File: config.mk
export PLATFORM = sky130hd
export DESIGN_NAME = free_list_flat
export DESIGN_NICKNAME = d
export VERILOG_FILES = /design/src/rtl/free_list_if.sv /design/src/rtl/free_list.sv /design/src/flat_wrapper.sv
export SDC_FILE = /design/constraint.sdc
export NUM_CORES = 1
export LEC_CHECK = 0
export BUFFER_PORTS_ARGS = -buffer_cell sky130_fd_sc_hd__buf_4
export CAP_MARGIN = 20
export CORE_MARGIN = 2
export CORE_UTILIZATION = 37
export DETAILED_ROUTE_END_ITERATION = 8
export REMOVE_ABC_BUFFERS = 1
export SYNTH_ARGS = -nofsm -noshare
export SYNTH_HDL_FRONTEND = slang
export SYNTH_SLANG_ARGS = --single-unit
File: constraint.sdc
create_clock -name clk_i -period 7.54 [get_ports clk_i]
set_input_delay 1.508 -clock clk_i [delete_from_list [all_inputs] [get_ports clk_i]]
set_output_delay 1.508 -clock clk_i [all_outputs]
set_load 0.005 [all_outputs]
File: src/rtl/free_list_if.sv
// Rename-side alloc and commit-side release bundle of the physical-register free list.
interface free_list_if #(
    parameter int PW = 6
);
    logic          alloc0_req_i;
    logic          alloc1_req_i;
    logic [PW-1:0] alloc0_preg_o;
    logic [PW-1:0] alloc1_preg_o;
    logic          alloc_grant_o;
    logic          release0_en_i;
    logic [PW-1:0] release0_preg_i;
    logic          release1_en_i;
    logic [PW-1:0] release1_preg_i;
    logic [PW:0]   free_count_o;
    logic          empty_o;
    logic          overflow_err_o;

    modport slave (
        input  alloc0_req_i, alloc1_req_i,
        input  release0_en_i, release0_preg_i,
        input  release1_en_i, release1_preg_i,
        output alloc0_preg_o, alloc1_preg_o, alloc_grant_o,
        output free_count_o, empty_o, overflow_err_o
    );

    modport master (
        output alloc0_req_i, alloc1_req_i,
        output release0_en_i, release0_preg_i,
        output release1_en_i, release1_preg_i,
        input  alloc0_preg_o, alloc1_preg_o, alloc_grant_o,
        input  free_count_o, empty_o, overflow_err_o
    );
endinterface

File: src/rtl/free_list.sv
// Physical-register free list: circular FIFO of preg indices feeding 2-wide rename,
// refilled by old_dest releases from ROB commit.
module free_list #(
    parameter int NUM_P_REGS = 64,
    parameter int NUM_A_REGS = 32,
    localparam int PW = $clog2(NUM_P_REGS)
) (
    input logic        clk_i,
    input logic        rst_ni,
    free_list_if.slave fl
);
    localparam logic [PW:0] MAX_CNT = (PW+1)'(NUM_P_REGS - 1);
    localparam logic [PW:0] RST_CNT = (PW+1)'(NUM_P_REGS - NUM_A_REGS);

    logic [PW-1:0] fifo_q [NUM_P_REGS];
    logic [PW-1:0] fifo_d [NUM_P_REGS];
    logic [PW-1:0] head_q, head_d;
    logic [PW-1:0] tail_q, tail_d;
    logic [PW:0]   count_q, count_d;
    logic          ovf_q, ovf_d;

    logic [1:0]  n_req;
    logic [1:0]  n_grant;
    logic        grant;
    logic [PW:0] base;
    logic [PW:0] room;
    logic        v0, v1, a0, a1;

    always_comb begin
        n_req   = {1'b0, fl.alloc0_req_i} + {1'b0, fl.alloc1_req_i};
        grant   = count_q >= (PW+1)'(n_req);
        n_grant = grant ? n_req : 2'd0;
        base    = count_q - (PW+1)'(n_grant);
        room    = MAX_CNT - base;
        // preg 0 backs x0 and must never re-enter the pool
        v0 = fl.release0_en_i && (fl.release0_preg_i != '0);
        v1 = fl.release1_en_i && (fl.release1_preg_i != '0);
        a0 = v0 && (room != '0);
        a1 = v1 && (room > (PW+1)'(a0));

        fifo_d = fifo_q;
        if (a0) fifo_d[tail_q] = fl.release0_preg_i;
        if (a1) fifo_d[tail_q + PW'(a0)] = fl.release1_preg_i;

        head_d  = head_q + PW'(n_grant);
        tail_d  = tail_q + PW'(a0) + PW'(a1);
        count_d = base + (PW+1)'(a0) + (PW+1)'(a1);
        ovf_d   = ovf_q | (v0 & ~a0) | (v1 & ~a1);
    end

    always_ff @(posedge clk_i or negedge rst_ni) begin
        if (!rst_ni) begin
            for (int i = 0; i < NUM_P_REGS; i++) begin
                fifo_q[i] <= (i < NUM_P_REGS - NUM_A_REGS)
                           ? PW'(NUM_A_REGS + i) : '0;
            end
            head_q  <= '0;
            tail_q  <= PW'(NUM_P_REGS - NUM_A_REGS);
            count_q <= RST_CNT;
            ovf_q   <= 1'b0;
        end else begin
            fifo_q  <= fifo_d;
            head_q  <= head_d;
            tail_q  <= tail_d;
            count_q <= count_d;
            ovf_q   <= ovf_d;
        end
    end

    // a lone slot-1 request is packed onto the head entry
    always_comb begin
        fl.alloc0_preg_o  = fifo_q[head_q];
        fl.alloc1_preg_o  = fl.alloc0_req_i ? fifo_q[head_q + PW'(1)]
                                            : fifo_q[head_q];
        fl.alloc_grant_o  = grant;
        fl.free_count_o   = count_q;
        fl.empty_o        = (count_q == '0);
        fl.overflow_err_o = ovf_q;
    end
endmodule
File: src/flat_wrapper.sv
// flat-port wrapper written by rule: the top's interface ports become plain ports
module free_list_flat 
#(
    parameter int NUM_P_REGS = 64,
    parameter int NUM_A_REGS = 32,
    localparam int PW = $clog2(NUM_P_REGS)
)
  (clk_i, rst_ni, fl_alloc0_req_i, fl_alloc1_req_i, fl_release0_en_i, fl_release0_preg_i, fl_release1_en_i, fl_release1_preg_i, fl_alloc0_preg_o, fl_alloc1_preg_o, fl_alloc_grant_o, fl_free_count_o, fl_empty_o, fl_overflow_err_o);
  free_list_if fl_i ();
  input logic clk_i;
  input logic rst_ni;
  input wire logic [$bits(fl_i.alloc0_req_i)-1:0] fl_alloc0_req_i;
  input wire logic [$bits(fl_i.alloc1_req_i)-1:0] fl_alloc1_req_i;
  input wire logic [$bits(fl_i.release0_en_i)-1:0] fl_release0_en_i;
  input wire logic [$bits(fl_i.release0_preg_i)-1:0] fl_release0_preg_i;
  input wire logic [$bits(fl_i.release1_en_i)-1:0] fl_release1_en_i;
  input wire logic [$bits(fl_i.release1_preg_i)-1:0] fl_release1_preg_i;
  output wire logic [$bits(fl_i.alloc0_preg_o)-1:0] fl_alloc0_preg_o;
  output wire logic [$bits(fl_i.alloc1_preg_o)-1:0] fl_alloc1_preg_o;
  output wire logic [$bits(fl_i.alloc_grant_o)-1:0] fl_alloc_grant_o;
  output wire logic [$bits(fl_i.free_count_o)-1:0] fl_free_count_o;
  output wire logic [$bits(fl_i.empty_o)-1:0] fl_empty_o;
  output wire logic [$bits(fl_i.overflow_err_o)-1:0] fl_overflow_err_o;
  assign fl_i.alloc0_req_i = fl_alloc0_req_i;
  assign fl_i.alloc1_req_i = fl_alloc1_req_i;
  assign fl_i.release0_en_i = fl_release0_en_i;
  assign fl_i.release0_preg_i = fl_release0_preg_i;
  assign fl_i.release1_en_i = fl_release1_en_i;
  assign fl_i.release1_preg_i = fl_release1_preg_i;
  assign fl_alloc0_preg_o = fl_i.alloc0_preg_o;
  assign fl_alloc1_preg_o = fl_i.alloc1_preg_o;
  assign fl_alloc_grant_o = fl_i.alloc_grant_o;
  assign fl_free_count_o = fl_i.free_count_o;
  assign fl_empty_o = fl_i.empty_o;
  assign fl_overflow_err_o = fl_i.overflow_err_o;
  free_list #(.NUM_P_REGS(NUM_P_REGS), .NUM_A_REGS(NUM_A_REGS)) u_core (.clk_i(clk_i), .rst_ni(rst_ni), .fl(fl_i));
endmodule
==> results.md <==
* Status: finished, final reports clean
* DPL Wire Length at 78600 um
* 1st-pass router iterations at 8
* Mux cell area share after synthesis at 22.1%
* Main combinational cell family by area after synthesis: compound AO/OA/AOI/OAI gates
* Xor/xnor cell area share of the yosys netlist at 0.779%
* Setup TNS at 0 ns
* DRT iter0 DRCs at 3663
* Combinational power share at 56.6%
* Crit Path Class: primary input to register
* Synth Area in Adders at 0.798%
* WP depth at 21
* Int Pwr at 8.38 mW
* RSZ-0062 raised after global routing: false
* Synth unique cells at 78
* Share of cells above drive strength 1 at 25.7%
* CP max stage cell: a2111oi_0
* CP startpoint: fl_alloc0_req_i
* Ports at 40
* Arrival @ worst endpoint at 7.63 ns
* Max stage delay on crit path at 0.57 ns
* DR vias/cell at 6.93
* CTS max path bufs at 3
* Die H at 274 um
* Crit path to: u_core.fifo_q[78]
* Post-synth top cells: 290 x dfrtp_1, 278 x a22oi_1, 231 x nand2_1
* Synth top area cells: dfrtp_1 27%, mux4_2 14%, dfstp_2 11%
* Maximum operating frequency at 140 MHz
* CTS tree: built
* H-tree Lvls at 2
* Drt wl/cell at 31.6 um
* CP Launch Type: primary input
* Post-synth EDFFs at 0
* Compound-gate portion of the synthesized area at 24.0%
* Final GP Congestion at 1.07
* Mapped cell area at 27000 um^2
* WL final at 114000 um
* Global-route wire length before repair at 168000 um
* Nets at 2649
* Net Sw Frac at 45.5%
* Top FF cell, synth: dfrtp_1
* Clock share of power at 15.5%
* Most frequent cell after synthesis: dfrtp_1
* Synth Area per Inst at 10.2 um^2
* Max cap viols at 0
* Initial core utilization at 37.2%
* Pwr/cell area at 508 nW/um^2
* DIE WIDTH at 274 um
* Hold Crit Class: register to register
* Register area share after synthesis at 38.0%
* Final count of negative-setup-slack endpoints at 0
* Delay-heaviest family, CP: compound AO/OA/AOI/OAI gates
* Dominant cell type by area after synthesis: dfrtp_1
* Post-synthesis simple-gate area fraction at 9.66%
* Clock sinks at 404
* Die Footprint at 75100 um^2
* Post-DRT Antenna Nets at 0
* Clk root buf: clkbuf_16
* Min Clock Period, post-route at 7.14 ns
* Latest clock arrival within the worst-skew pair at 0.61 ns
* Syn. warnings at 0
* Final Hold Slack at 0.544 ns
* Period utilization at 94.7%
* GRT Overall Usage at 30.1%
* Net switching power at 6.99 mW
* Worst r2r src: u_core.fl.free_count_o[2]
* R2R setup slack at 0.96 ns
* Slew @ Worst Pin at 1.26 ns
* Worst path buffer plus inverter count at 5
* Area delta synth->final at 12.2%
* Vias in the first global route at 24126
* Grt ovf at 0
* Port bufs at 39
* Flop pwr share at 27.9%
* Clock Skews at 0.0271 ns
* FF+latch count, synth at 404
* Number of diodes at 0
* Ys async rst share at 100%
* TritonCTS buffer count at 48
* Leak pwr at 11.9 nW
* Critical path peak fanout at 7
* Gate Count Post-Synth at 2651
* Slew Viols, Final at 0
* Worst-path cell chain: buf_4 > ha_1 > ha_1 > nand2b_1 > a2111oi_0 > inv_1 > nand2_1 > ha_1 > nor2b_1 > buf_4 > o31a_1 > o211a_2 > a21oi_1 > ha_1 > nand3_1 > or3_1 > buf_4 > a2111oi_0 > buf_4 > nand3_1 > mux2_2
* Peak VDD IR at 0.357 mV
* Initial antenna violation count at 2
* Max_slew headroom at 13.9%
* Reg2reg end: u_core.fifo_q[78]
* Final number of hold-violating endpoints at 0
* Largest net degree at the start of global routing at 159
* Core area at 72600 um^2
* Row Count at 99
* Clk pin slew, worst setup/hold paths at 0.06 ns
* Worst Setup End Kind: register
* Post-synth top area share at 26.9%
* # DRC at 0
* Cells on worst reg2reg path at 18
* Hold depth at 2
* Routed vias at 24987
* Worst EP required at 8.03 ns
[per-stage QoR]
stage	util (%)	instances	power, mW	setup slack, ns	instance area [um^2]
2_1_floorplan	-	2393	9.71	-5.11	25900
3_3_place_gp	39.5	3522	12.5	-0.0142	28700
3_5_place_dp	39.5	3523	12.6	-0.0419	28700
4_1_cts	41.6	3607	15.1	0.557	30200
5_1_grt	41.7	3608	15.9	0.110	30300
6_report	41.7	3608	15.4	0.402	30300
[layer usage]
metal	part of all wire (%)	track usage [%]	routed length (um)	vias to the layer above
li1	-	-	-	10224
met1	39	40.9	44900	12578
met2	43	44.4	49200	1841
met3	12	8.10	13800	340
met4	5.3	14.7	6090	4
met5	0.030	0	34	-
[cells in the final DEF (no fill, tap or decap), types with 13 or more instances in the layout]
| cell | count |
|---|---|
| o22ai_1 | 35 |
| nand3_1 | 38 |
| ha_1 | 13 |
| o2bb2ai_1 | 18 |
| a22oi_1 | 278 |
| o21ai_1 | 155 |
| nor2_1 | 205 |
| o21ai_0 | 41 |
| a31oi_1 | 15 |
| buf_4 | 163 |
| clkbuf_16 | 50 |
| inv_1 | 48 |
| mux2i_1 | 72 |
| nand2_1 | 231 |
| a22o_1 | 67 |
| a21oi_1 | 140 |
| mux4_2 | 168 |
| o311ai_1 | 16 |
| mux2_1 | 14 |
| xnor2_1 | 17 |
| a311oi_1 | 21 |
| mux2_2 | 115 |
| nor3_1 | 34 |
| nand2b_1 | 14 |
| dfstp_2 | 114 |
| dfrtp_1 | 288 |
| o211ai_1 | 34 |
[worst min-delay path: stages, from the launching register on]
cell and delay (ns):
dfstp_2 0.38, o21ai_0 0.08, a31oi_1 0.08
[power groups by stage]
| stage | registers, mW | clock network (mW) | logic, mW |
|---|---|---|---|
| finish | 4.29 | 2.38 | 8.70 |
| global route | 4.38 | 2.48 | 9.06 |
| CTS | 4.22 | 2.40 | 8.44 |
| detailed placement | 4.24 | 0 | 8.41 |
| global placement | 4.18 | 0 | 8.30 |
| floorplan | 4.11 | 0 | 5.61 |
[flip-flops by register name, summed over array words and instances (netlist names)]
signal,count
u_core.head_q,6
u_core.fifo_q,384
u_core.fl.free_count_o,7
u_core.fl.overflow_err_o,1
u_core.tail_q,6
[logic make-up (layout without fill, tap and decap cells)]
logic type,count (synthesis),in the layout
compound gates,937,937
simple gates,594,594
flops,404,404
mux,369,369
buf+inv,307,305
xor+xnor,24,24
fa+ha+maj,16,16
[worst min path at each step]
stage / end / slack (ns) / from
floorplan: u_core.fl.overflow_err_o / 0.47 / u_core.fl.overflow_err_o
global placement: u_core.fifo_q[372] / 0.50 / u_core.fifo_q[372]
detailed placement: u_core.fifo_q[377] / 0.52 / u_core.fifo_q[377]
CTS: u_core.fifo_q[377] / 0.53 / u_core.fifo_q[377]
global route: u_core.fifo_q[372] / 0.58 / u_core.fifo_q[372]
finish: u_core.fifo_q[377] / 0.54 / u_core.fifo_q[377]
[cell type report]
| cell class | instances | area (um^2) |
|---|---|---|
| Inverter | 49 | 184 |
| Tap cell | 959 | 1200 |
| Clock inverter | 10 | 103 |
| Sequential cell | 404 | 10300 |
| Fill cell | 7047 | 42300 |
| Timing Repair Buffer | 172 | 1410 |
| Clock buffer | 74 | 1460 |
| Multi-Input combinational cell | 1940 | 15600 |
[what timing repair did]
| action | 4_1_cts | 5_1_grt |
|---|---|---|
| endpoints found under the hold margin | 0 | 0 |
| setup buffers | 0 | 0 |
| resized for setup | 0 | 1 |
| hold buffers | 0 | 0 |
| endpoints found under the setup margin | 0 | 1 |
Note: power is estimated with default switching activity, not from simulation.
